--- config.mk ---
export PLATFORM = sky130hd
export DESIGN_NAME = pc_sequencer_flat
export DESIGN_NICKNAME = d
export VERILOG_FILES = /design/src/rtl/pc_sequencer_if.sv /design/src/rtl/pc_sequencer.sv /design/src/flat_wrapper.sv
export SDC_FILE = /design/constraint.sdc
export NUM_CORES = 1
export LEC_CHECK = 0
export CORE_ASPECT_RATIO = 1.5
export CORE_MARGIN = 5
export CORE_UTILIZATION = 45
export DETAILED_ROUTE_END_ITERATION = 10
export PLACE_DENSITY = 0.86
export RECOVER_POWER = 100
export SKIP_CTS_REPAIR_TIMING = 1
export SLEW_MARGIN = 20
export SYNTH_ARGS = -nofsm -noshare
export SYNTH_HDL_FRONTEND = slang
export SYNTH_SLANG_ARGS = --single-unit
--- constraint.sdc ---
create_clock -name Clock -period 4.85 [get_ports Clock]
set_clock_uncertainty 0.05 [all_clocks]
set_input_delay 0.7275 -clock Clock [delete_from_list [all_inputs] [get_ports Clock]]
set_output_delay 0.7275 -clock Clock [all_outputs]
set_load 0.01 [all_outputs]
--- src/rtl/pc_sequencer_if.sv ---
// Request/response bundle between the decode/branch logic and the PC sequencer.
// The master drives StartPC and the redirect requests; the slave returns the PC state.
interface pc_sequencer_if #(
   parameter int ADDR_W = 32
);
   logic [ADDR_W-1:0] StartPC;
   logic              Stall;
   logic              BranchTaken;
   logic [ADDR_W-1:0] BranchOffset;
   logic              Jump;
   logic [ADDR_W-1:0] JumpAddr;
   logic              JumpReg;
   logic [ADDR_W-1:0] RegAddr;
   logic [ADDR_W-1:0] PC;
   logic [ADDR_W-1:0] PCPlusInc;
   logic              Misaligned;
   logic              DelayPending;

   modport master (
      output StartPC, Stall, BranchTaken, BranchOffset, Jump, JumpAddr, JumpReg, RegAddr,
      input  PC, PCPlusInc, Misaligned, DelayPending
   );

   modport slave (
      input  StartPC, Stall, BranchTaken, BranchOffset, Jump, JumpAddr, JumpReg, RegAddr,
      output PC, PCPlusInc, Misaligned, DelayPending
   );
endinterface

--- src/rtl/pc_sequencer.sv ---
// Program-counter sequencer: stall, PC-relative branch, jump, jump-register, misaligned trap.
// Define PC_DELAY_SLOT_EN to make legal redirects take effect one instruction late (branch delay slot).
module pc_sequencer #(
   parameter int          ADDR_W     = 32,
   parameter int          ALIGN_BITS = 2,
   parameter logic [31:0] EXC_VECTOR = 32'h0000_0180
) (
   input logic             Clock,
   input logic             Reset_L,
   pc_sequencer_if.slave   bus
);
   localparam logic [ADDR_W-1:0] INC       = ADDR_W'(1) << ALIGN_BITS;
   localparam logic [ADDR_W-1:0] ALIGNMASK = INC - ADDR_W'(1);
   localparam logic [ADDR_W-1:0] EXC       = ADDR_W'(EXC_VECTOR);

   typedef enum logic [0:0] {RUN, DELAY} state_t;

   state_t            state_q, state_d;
   logic [ADDR_W-1:0] pc_q, pc_d;
   logic [ADDR_W-1:0] held_q, held_d;
   logic              mis_q, mis_d;
   logic              live_q;
`ifdef PC_DELAY_SLOT_EN
   logic              pend_q, pend_d;
`endif

   logic [ADDR_W-1:0] curPc;
   logic [ADDR_W-1:0] seqPc;
   logic [ADDR_W-1:0] target;
   logic              redirect;
   logic              targetBad;

   // Until the first edge after reset release, the PC is StartPC itself, so it tracks StartPC asynchronously.
   assign curPc = live_q ? pc_q : bus.StartPC;
   assign seqPc = curPc + INC;

   assign bus.PC         = curPc;
   assign bus.PCPlusInc  = seqPc;
   assign bus.Misaligned = mis_q;
`ifdef PC_DELAY_SLOT_EN
   assign bus.DelayPending = pend_q;
`else
   assign bus.DelayPending = 1'b0;
`endif

   always_comb begin
      redirect = 1'b1;
      if (bus.JumpReg)          target = bus.RegAddr;
      else if (bus.Jump)        target = bus.JumpAddr;
      else if (bus.BranchTaken) target = seqPc + (bus.BranchOffset << ALIGN_BITS);
      else begin
         target   = seqPc;
         redirect = 1'b0;
      end
      targetBad = redirect && ((target & ALIGNMASK) != '0);
   end

   always_comb begin
      pc_d    = curPc;
      state_d = state_q;
      held_d  = held_q;
      mis_d   = 1'b0;
`ifdef PC_DELAY_SLOT_EN
      pend_d  = pend_q;
`endif
      if (!bus.Stall) begin
`ifdef PC_DELAY_SLOT_EN
         // The delay slot executes the sequential instruction; the held target lands on the next edge.
         if (state_q == DELAY) begin
            pc_d    = held_q;
            held_d  = '0;
            pend_d  = 1'b0;
            state_d = RUN;
         end else if (targetBad) begin
            pc_d  = EXC;
            mis_d = 1'b1;
         end else if (redirect) begin
            pc_d    = seqPc;
            held_d  = target;
            pend_d  = 1'b1;
            state_d = DELAY;
         end else begin
            pc_d = seqPc;
         end
`else
         if (targetBad) begin
            pc_d  = EXC;
            mis_d = 1'b1;
         end else begin
            pc_d = target;
         end
`endif
      end
   end

   always_ff @(negedge Clock or negedge Reset_L) begin
      if (!Reset_L) begin
         pc_q    <= '0;
         state_q <= RUN;
         held_q  <= '0;
         mis_q   <= 1'b0;
         live_q  <= 1'b0;
`ifdef PC_DELAY_SLOT_EN
         pend_q  <= 1'b0;
`endif
      end else begin
         pc_q    <= pc_d;
         state_q <= state_d;
         held_q  <= held_d;
         mis_q   <= mis_d;
         live_q  <= 1'b1;
`ifdef PC_DELAY_SLOT_EN
         pend_q  <= pend_d;
`endif
      end
   end
endmodule

--- src/flat_wrapper.sv ---
// flat-port wrapper written by rule: the top's interface ports become plain ports
module pc_sequencer_flat 
#(
   parameter int          ADDR_W     = 32,
   parameter int          ALIGN_BITS = 2,
   parameter logic [31:0] EXC_VECTOR = 32'h0000_0180
)
  (Clock, Reset_L, bus_StartPC, bus_Stall, bus_BranchTaken, bus_BranchOffset, bus_Jump, bus_JumpAddr, bus_JumpReg, bus_RegAddr, bus_PC, bus_PCPlusInc, bus_Misaligned, bus_DelayPending);
  pc_sequencer_if #(.ADDR_W(ADDR_W)) bus_i ();
  input logic Clock;
  input logic Reset_L;
  input wire logic [$bits(bus_i.StartPC)-1:0] bus_StartPC;
  input wire logic [$bits(bus_i.Stall)-1:0] bus_Stall;
  input wire logic [$bits(bus_i.BranchTaken)-1:0] bus_BranchTaken;
  input wire logic [$bits(bus_i.BranchOffset)-1:0] bus_BranchOffset;
  input wire logic [$bits(bus_i.Jump)-1:0] bus_Jump;
  input wire logic [$bits(bus_i.JumpAddr)-1:0] bus_JumpAddr;
  input wire logic [$bits(bus_i.JumpReg)-1:0] bus_JumpReg;
  input wire logic [$bits(bus_i.RegAddr)-1:0] bus_RegAddr;
  output wire logic [$bits(bus_i.PC)-1:0] bus_PC;
  output wire logic [$bits(bus_i.PCPlusInc)-1:0] bus_PCPlusInc;
  output wire logic [$bits(bus_i.Misaligned)-1:0] bus_Misaligned;
  output wire logic [$bits(bus_i.DelayPending)-1:0] bus_DelayPending;
  assign bus_i.StartPC = bus_StartPC;
  assign bus_i.Stall = bus_Stall;
  assign bus_i.BranchTaken = bus_BranchTaken;
  assign bus_i.BranchOffset = bus_BranchOffset;
  assign bus_i.Jump = bus_Jump;
  assign bus_i.JumpAddr = bus_JumpAddr;
  assign bus_i.JumpReg = bus_JumpReg;
  assign bus_i.RegAddr = bus_RegAddr;
  assign bus_PC = bus_i.PC;
  assign bus_PCPlusInc = bus_i.PCPlusInc;
  assign bus_Misaligned = bus_i.Misaligned;
  assign bus_DelayPending = bus_i.DelayPending;
  pc_sequencer #(.ADDR_W(ADDR_W), .ALIGN_BITS(ALIGN_BITS), .EXC_VECTOR(EXC_VECTOR)) u_core (.Clock(Clock), .Reset_L(Reset_L), .bus(bus_i));
endmodule
==> results of run 1 <==
cell usage after synthesis, types with 13 or more instances:
cell type / number
inv_1: 25
xor2_1: 19
nor2_1: 46
o221ai_1: 13
a21oi_1: 63
nand3_1: 20
nand2_1: 86
clkbuf_1: 21
o21ai_0: 39
xnor2_1: 30
mux2i_1: 19
mux2_2: 18
nor3_1: 13
dfrtn_1: 34
ha_1: 36
o22ai_1: 13
per-stage QoR:
step,util (%),worst slack [ns],std cells
4_1_cts,86.3,-2.28,1185
3_5_place_dp,84.7,-2.48,1177
3_3_place_gp,84.7,-2.11,1177
2_1_floorplan,-,-1.72,639
cells by family after synthesis:
| family | after synthesis | synth area share [%] |
|---|---|---|
| muxes | 37 | 8.13 |
| buffers and inverters | 60 | 5.72 |
| adders and majority gates | 37 | 9.73 |
| xor gates and xnor gates | 50 | 9.21 |
| and+or+nand+nor | 213 | 21.7 |
| DFF | 34 | 17.6 |
| other | 2 | 0.155 |
| AOI/OAI and AO/OA | 206 | 27.7 |
==> results.md, run 1 <==
- Outcome: did not finish
- Fail Step: 5_1_grt
- Tool error: [ERROR DPL-0038] Utilization greater than 100%, impossible to legalize
- Yosys top cell by area: dfrtn_1
- Post-Syn Nets: 810
- Starting Density: 45.9%
- FP Rows: 46
- FF+latch count, synth: 34
- CTS Buf Count: 5
- Input/output buffers: 196
- Post-synthesis sequential area ratio: 17.6%
- Root buf cell: clkbuf_16
- Avg Synthesized Cell Area: 7.57 um^2
- Dominant cells by area after synthesis: dfrtn_1, ha_1, nand2_1
- CTS H-tree lvls: 2
- Final HPWL DP: 22500 um
- Die Y: 137 um
- Async SR Flop Fraction: 100%
- Placed inst area: 0.00893 mm^2
- Mapped Area: around 0.0048 mm^2
- CTS Buffer Depth: 2
- Crit. endpoint post-GRT repair: u_core.pc_q[31]$_DFF_NN0_/D
- CTS sink cnt: 34
- Count of flip-flops with a built-in enable after synthesis: 0
- Top Ports: 200
- Pin count of the biggest net entering global routing: 35
- Worst EP Category: register data pin
- Synth top area share: 17.6%
- Cell count after synthesis: ~640
- Die X: approximately 95 um
- Predominant post-synthesis flop cell: dfrtn_1
- GP Congestion: 1.04
- Total number of yosys warnings: 0
- Distinct cells, synth: 75
==> run 2, diff against run 1 <==
--- a/config.mk
+++ b/config.mk
@@ -5,11 +5,10 @@
 export SDC_FILE = /design/constraint.sdc
 export NUM_CORES = 1
 export LEC_CHECK = 0
-export CORE_ASPECT_RATIO = 1.5
 export CORE_MARGIN = 5
-export CORE_UTILIZATION = 45
+export CORE_UTILIZATION = 30
 export DETAILED_ROUTE_END_ITERATION = 10
-export PLACE_DENSITY = 0.86
+export PLACE_DENSITY_LB_ADDON = 0.15
 export RECOVER_POWER = 100
 export SKIP_CTS_REPAIR_TIMING = 1
 export SLEW_MARGIN = 20
==> run 2 against run 1 <==
- the flow now finishes, with violations (negative setup slack)
- synthesized cell count stayed put
- synthesized area stayed put
==> results.md, run 2 <==
- CTS H-tree lvls: 2
- Clk_lat worst skew: 0.31 ns
- Starting Density: 30.5%
- DP Cell Count: ~1300
- # DRC: 0
- Vias in the first global route: 6625
- Power Dens Cells: 210 mW/mm^2
- Place WS: -2.45 ns
- Outcome: finished with violations
- Via count: 7272
- Met1 Wirelength: roughly 12000 um
- Predominant post-synthesis flop cell: dfrtn_1
- Hold/Removal Path Class: reg -> reg
- Die area: 0.0188 mm^2
- RSZ-0062 raised after global routing: yes
- Count of flip-flops with a built-in enable after synthesis: 0
- Worst slew pin tran: 1.02 ns
- Distinct cells, synth: 75
- Async SR Flop Fraction: 100%
- Vias per cell: 5.39
- Max reg flops: 32
- Core area: 0.0158 mm^2
- Reg with most FFs: u_core.pc_q
- Fin nets: approximately 1300
- CTS Buf Count: 5
- Initial antenna violation count: 0
- First-pass GRT wire length: 36900 um
- WL met2: ~14000 um
- Total track usage: around a quarter
- CTS tree: done
- GP Congestion: 0.934
- Top Ports: 200
- 1st-pass router iterations: 5
- WL/cell: 21.4 um
- Cell count after synthesis: 639
- Failing checks: negative setup slack
- Slew Viols, Final: 0
- Pin count of the biggest net entering global routing: 35
- Avg Synthesized Cell Area: ~7.6 um^2
- Most frequent cell after synthesis: nand2_1
- GRT overflow: 0
- Iteration-0 DRC Markers: 493
- ANT nets after route: 0
- Max cap viols: 0
- Final hold vios: 0
- Layout cells sized above 1: 54.5%
- Lkg Pwr: ~5.3 nW
- Layout Area Growth over Synthesis: 137%
- VDD IR max: 0.000119 V
- Setup TNS: -67.59 ns
- Synth top area share: between 15 and 20%
- Critical Path RT: 2.52 ns
- Mapped Area: 0.00483 mm^2
- CTS sink cnt: 34
- Final setup violation count: 93
- Post-synthesis sequential area ratio: 17.6%
- Yosys top cell by area: dfrtn_1
- CP Data Arrival Time: about 4.3 ns
- CP Capture Type: flop
- Crit path kind: in -> reg
- Commonest non-fill, non-tap cells in the layout: buf_4, buf_6, clkdlybuf4s50_1, nand2_1, a21oi_1
- Die Y: 137 um
- Total number of yosys warnings: 0
- Max_slew headroom: 32.2%
- CP Max Fanout: 3
- Commonest non-fill, non-tap cell in the layout: buf_4
- Post-Syn Nets: 810
- Top routing layer used: met4
- Finished Layout Cells: 1348
- Synth top cells by count: nand2_1, a21oi_1, nor2_1
- CTS clk-pin slew, worst paths: approximately 0.04 ns
- DRT Wirelength: approximately 29000 um
- Worst Slack Setup Final: -1.74 ns
- FP Rows: 46
- Met3 WL: 1910 um
- FF+latch count, synth: 34
- Crit path launch type: input port
- Input/output buffers: 196
- Root buf cell: clkbuf_16
- Die X: 137 um
- Dominant cells by area after synthesis: dfrtn_1, ha_1, nand2_1
- CTS Buffer Depth: 2
- Final HPWL DP: 20800 um
-- run 2: final cells by class --
cell class / instances / area, um^2
tap: 216 / 270
antenna: 1 / 2.50
inverter: 27 / 115
clock buffer: 6 / 139
multi-input combinational: 545 / 5250
sequential: 34 / 851
fill: 1113 / 4350
timing repair buffer: 519 / 4850
-- run 2: routing by layer --
| metal | vias to the layer above | GRT usage, % |
|---|---|---|
| met5 | - | 0 |
| met4 | 0 | 5.10 |
| met3 | 50 | 2.83 |
| met2 | 333 | 41.7 |
| met1 | 3565 | 36.5 |
| li1 | 3324 | - |
-- run 2: cell families after synthesis --
kind of cell,Yosys count,share of synthesized area [%]
AND/OR/NAND/NOR,213,21.7
AO/OA/AOI/OAI,206,27.7
buffers and inverters,60,5.72
XOR/XNOR,50,9.21
adder cells (fa/ha/maj),37,9.73
multiplexers,37,8.13
flip-flops,34,17.6
other,2,0.155
-- run 2: worst paths after layout --
check                                      from  slack (ns)  cells past startpoint         endpoint
min in group asynchronous               Reset_L        2.93                      2  u_core.pc_q[29]
worst min register to register  u_core.pc_q[14]        0.56                      2  u_core.pc_q[14]
max in group asynchronous               Reset_L        1.17                      2   u_core.pc_q[9]
worst max register to register    u_core.live_q        0.31                     21  u_core.pc_q[31]
worst min-delay path            u_core.pc_q[14]        0.56                      2  u_core.pc_q[14]
worst max-delay path            bus_StartPC[25]       -1.74                     16  u_core.pc_q[31]
-- run 2: power by group --
part           switching (W)  internal, W  leakage (nW)
combinational       0.000811     0.000926          4.83
sequential         0.0000231     0.000318         0.427
clock               0.000127     0.000199        0.0688
total               0.000962      0.00144          5.33
-- run 2: critical path, cell delays in order --
cell and delay (ns):
clkdlybuf4s50_1 0.45, mux2_4 0.17, nand2_4 0.06, nor3_4 0.26, buf_4 0.16, nand3_1 0.14
nor3_4 0.20, xnor2_2 0.20, ha_1 0.31, a21o_1 0.20, or4_1 0.51, a211o_1 0.30
a21oi_1 0.14, nand3b_1 0.20, xor2_1 0.16, o21ai_1 0.08
-- run 2: stage by stage --
stage / hold slack [ns] / instance area (um^2) / util [%] / total power (W)
after floorplan: 0.480 / 5230 / - / 0.000934
after global placement: 0.566 / 9060 / 57.3 / 0.00165
after detailed placement: 0.567 / 9060 / 57.3 / 0.00165
after CTS: 0.567 / 9200 / 58.1 / 0.00199
after global routing: 0.599 / 11500 / 72.5 / 0.00251
final: 0.555 / 11500 / 72.5 / 0.00240
Power figures use the tool's default switching activity.
==> run 3, diff against run 2 <==
--- a/config.mk
+++ b/config.mk
@@ -5,6 +5,7 @@
 export SDC_FILE = /design/constraint.sdc
 export NUM_CORES = 1
 export LEC_CHECK = 0
+export CORE_ASPECT_RATIO = 0.6
 export CORE_MARGIN = 5
 export CORE_UTILIZATION = 30
 export DETAILED_ROUTE_END_ITERATION = 10
==> run 3 against run 2 <==
- the run still ends with negative setup slack left
- utilization grew 0.67 points
- setup slack worse by 0.13 ns
- sequential power hardly changed
- highest routed layer unchanged
==> results.md, run 3 (same netlist as run 2, synthesis figures left out) <==
- 1st-pass router iterations: 5
- Top Ports: 200
- Vias in the first global route: 6619
- CTS tree: done
- Slowest CP cell: or4_4
- Delay-heaviest family, CP: simple AND/OR/NAND/NOR gates
- Worst r2r src: u_core.live_q
- CTS Buf Count: 5
- Iteration-0 DRC Markers: 648
- Commonest non-fill, non-tap cells in the layout: buf_4, clkdlybuf4s50_1, buf_6, nand2_1
- Outcome: finished with violations
- Root buf cell: clkbuf_16
- FF-to-FF End: u_core.pc_q[31]
- Die X: 174 um
- WL met2: 12800 um
- VDD IR max: 0.000113 V
- Worst Slack Setup Final: -1.87 ns
- Power Dens Cells: 221 mW/mm^2
- Commonest non-fill, non-tap cell in the layout: buf_4
- Hold/Removal Path Class: reg -> reg
- Initial antenna violation count: 0
- Max_slew headroom: 25.5%
- Clk_lat worst skew: 0.31 ns
- FP Rows: 35
- CTS Buffer Depth: 2
- Reg with most FFs: u_core.pc_q
- Slew Viols, Final: 0
- CP Capture Type: flop
- Register-to-Register Path Depth: 20
- Core area: 0.0156 mm^2
- Total track usage: 28.0%
- Critical Path RT: 2.53 ns
- Max cap viols: 0
- First-pass GRT wire length: 40400 um
- Vias per cell: approximately 5.5
- Top routing layer used: met4
- R2r setup slk: ~0.080 ns
- CP Cell Sequence: buf_6 -> nand3b_1 -> a221oi_4 -> nand2_4 -> nor3_4 -> nand3_4 -> nor3_4 -> xnor2_2 -> ha_2 -> a21oi_2 -> o21bai_1 -> a21o_1 -> or4_4 -> a211o_1 -> a21oi_1 -> nand3b_1 -> xor2_1 -> o21ai_1
- Layout Area Growth over Synthesis: 136%
- Setup TNS: -76.64 ns
- Starting Density: between 30% and 40%
- Setup crit start: bus_StartPC[6]
- ANT nets after route: 0
- Input/output buffers: about 200
- Die area: ~0.019 mm^2
- Final HPWL DP: roughly 23000 um
- WL/cell: 23.1 um
- Crit path buffers/inverters: 1
- Met1 Wirelength: 14500 um
- DRT Wirelength: 30700 um
- RSZ-0062 raised after global routing: yes
- Met3 WL: 3100 um
- FILL cells: about 1100
- CTS H-tree lvls: 2
- CP Data Arrival Time: 4.41 ns
- Via count: 7340
- Lkg Pwr: around 5.3 nW
- DP Cell Count: 1256
- Worst path depth: 18
- Failing checks: negative setup slack
- Die Y: about 110 um
- ANT cells: 0
- Finished Layout Cells: 1329
- Crit path launch type: input port
- Final hold vios: 0
- # DRC: 0
- GP Congestion: 0.965
- Max stage delay on crit path: 0.56 ns
- CTS clk-pin slew, worst paths: 0.05 ns
- Worst setup path endpoint: u_core.pc_q[31]
- Layout cells sized above 1: between 50% and 60%
- Crit path kind: in -> reg
- Final setup violation count: 94
- Core Util, Final: 73.2%
- CP Max Fanout: 4
- Worst slew pin tran: 1.12 ns
- GRT overflow: 0
- Fin nets: 1297
- CTS sink cnt: 34
- Pin count of the biggest net entering global routing: 26
- Max reg flops: 32
[run 3: changes by cell type in the layout (fill, tap and decap cells not counted), moves of 5 or more]
cell	before	now
buf_6	134	89
buf_4	220	243
clkbuf_2	15	27
clkdlybuf4s50_1	113	123
mux2_2	0	8
mux2_4	18	10
inv_2	6	12
xnor2_2	10	16
a21oi_4	5	10
buf_12	4	9
buf_2	7	2
buf_8	10	5
ha_4	15	20
[run 3: how the worst min path moves through the flow]
stage / startpoint / to / slack (ns) / cells after the start
after floorplan: u_core.pc_q[7] / u_core.pc_q[7] / 0.48 / 2
after global placement: u_core.pc_q[7] / u_core.pc_q[7] / 0.54 / 2
after detailed placement: u_core.pc_q[7] / u_core.pc_q[7] / 0.53 / 2
after CTS: u_core.pc_q[7] / u_core.pc_q[7] / 0.53 / 2
after global routing: u_core.pc_q[7] / u_core.pc_q[7] / 0.56 / 2
final: u_core.pc_q[7] / u_core.pc_q[7] / 0.53 / 2
[run 3: report_power, final]
group | switching (W) | internal (W)
Sequential | 0.0000244 | 0.000318
Clock | 0.000157 | 0.000255
Combinational | 0.000835 | 0.000928
Total | 0.00102 | 0.00150
[run 3: metrics by stage]
step	power (W)	setup WS [ns]	instance area [um^2]	hold WS, ns
floorplan	0.000934	-1.72	5230	0.480
global placement	0.00166	-2.60	9200	0.543
detailed placement	0.00167	-2.53	9200	0.533
CTS	0.00209	-2.24	9370	0.533
global route	0.00262	-1.99	11400	0.558
finish	0.00252	-1.87	11400	0.534
[run 3: area by class of cell]
class	instances	area (um^2)	area share, %
inverter	27	104	0.910
clock inverter	1	30.0	0.263
timing repair buffer	513	4660	40.8
multi-input combinational	545	5370	47.1
clock buffer	6	139	1.22
sequential	34	851	7.46
tap	203	254	2.23
[run 3: routing by layer]
layer	global-route usage, %	vias up
met1	44.4	3603
met4	2.60	0
met5	0	-
met3	7.58	36
met2	38.3	373
li1	-	3328
[run 3: worst reg2reg max path, stage by stage, from the launching register on]
cell      delay (ns)
dfrtn_1         0.48
buf_12          0.22
buf_6           0.12
buf_6           0.11
mux2i_4         0.18
inv_2           0.08
ha_4            0.16
o2111a_2        0.24
nand4_1         0.25
nand4b_1        0.31
xnor2_2         0.18
ha_1            0.31
a21oi_2         0.17
o21bai_1        0.09
a21o_1          0.17
or4_4           0.56
a211o_1         0.35
a21oi_1         0.14
nand3b_1        0.18
xor2_1          0.18
o21ai_1         0.09
==> run 4, diff against run 3 <==
--- a/config.mk
+++ b/config.mk
@@ -5,9 +5,9 @@
 export SDC_FILE = /design/constraint.sdc
 export NUM_CORES = 1
 export LEC_CHECK = 0
+export CAP_MARGIN = 40
 export CORE_ASPECT_RATIO = 0.6
-export CORE_MARGIN = 5
-export CORE_UTILIZATION = 30
+export CORE_UTILIZATION = 40
 export DETAILED_ROUTE_END_ITERATION = 10
 export PLACE_DENSITY_LB_ADDON = 0.15
 export RECOVER_POWER = 100
==> run 4 against run 3 <==
- the run now fails in 5_1_grt
- synthesized area unchanged
- synthesized cell count did not move
==> results.md, run 4 <==
- Die X: 144 um
- CTS Buffer Depth: 2
- CTS Buf Count: 5
- Worst EP Category: register data pin
- Total track usage: 100%
- GRT overflow: 1046
- Top Ports: 200
- Post-Syn Nets: 810
- GP Congestion: 1.10
- Outcome: did not finish
- CTS H-tree lvls: 2
- Root buf cell: clkbuf_16
- Die Y: ~87 um
- Tool error: [ERROR GRT-0232] Routing congestion too high. Check the congestion heatmap in the GUI.
- Crit. endpoint post-GRT repair: u_core.pc_q[31]$_DFF_NN0_/D
- FP Rows: 30
- Post-synthesis mux area share: 8.13%
- Total number of yosys warnings: 0
- Synth top cells by count: nand2_1, a21oi_1, nor2_1
- Avg Synthesized Cell Area: around 7.6 um^2
- Pin count of the biggest net entering global routing: 23
- Placed inst area: 0.00905 mm^2
- Synth Area in Simple Gates: 21.7%
- Async SR Flop Fraction: 100%
- Synth Area in Compound Gates: 27.7%
- Synth top area share: 17.6%
- Cell count after synthesis: 639
- Fail Step: 5_1_grt
- Post-synthesis sequential area ratio: 17.6%
- Main combinational cell family by area after synthesis: compound AO/OA/AOI/OAI gates
- Fraction of synthesized cell area in xor and xnor cells: between 9 and 10%
- Mapped Area: 0.00483 mm^2
- Starting Density: 42.0%
- Synth Area in Adders: approximately a tenth
- Count of flip-flops with a built-in enable after synthesis: 0
- Predominant post-synthesis flop cell: dfrtn_1
- Input/output buffers: 196
- Dominant cells by area after synthesis: dfrtn_1, ha_1, nand2_1
- Final HPWL DP: 21000 um
- CTS sink cnt: 34
- Most frequent cell after synthesis: nand2_1
- Yosys top cell by area: dfrtn_1
- FF+latch count, synth: 34
- Distinct cells, synth: 75
run 4: per-stage QoR:
step / utilization [%] / TNS (ns) / setup slack (ns) / hold slack (ns) / instances
after global placement: 78.6 / -79.33 / -2.34 / 0.529 / 1199
after detailed placement: 78.6 / -83.37 / -2.44 / 0.554 / 1199
after floorplan: - / -34.25 / -1.72 / 0.480 / 639
after CTS: 80.2 / -96.80 / -2.21 / 0.550 / 1207
run 4: logic make-up after synthesis:
family | count (synthesis)
AND/OR/NAND/NOR | 213
AO/OA/AOI/OAI | 206
adder cells (fa/ha/maj) | 37
buffers and inverters | 60
other | 2
flip-flops | 34
XOR/XNOR | 50
multiplexers | 37
run 4: per-layer routing:
layer	overflow	track usage [%]
met2	754	131
met4	261	119
met3	7	75.8
met1	24	89.1
met5	0	44.5
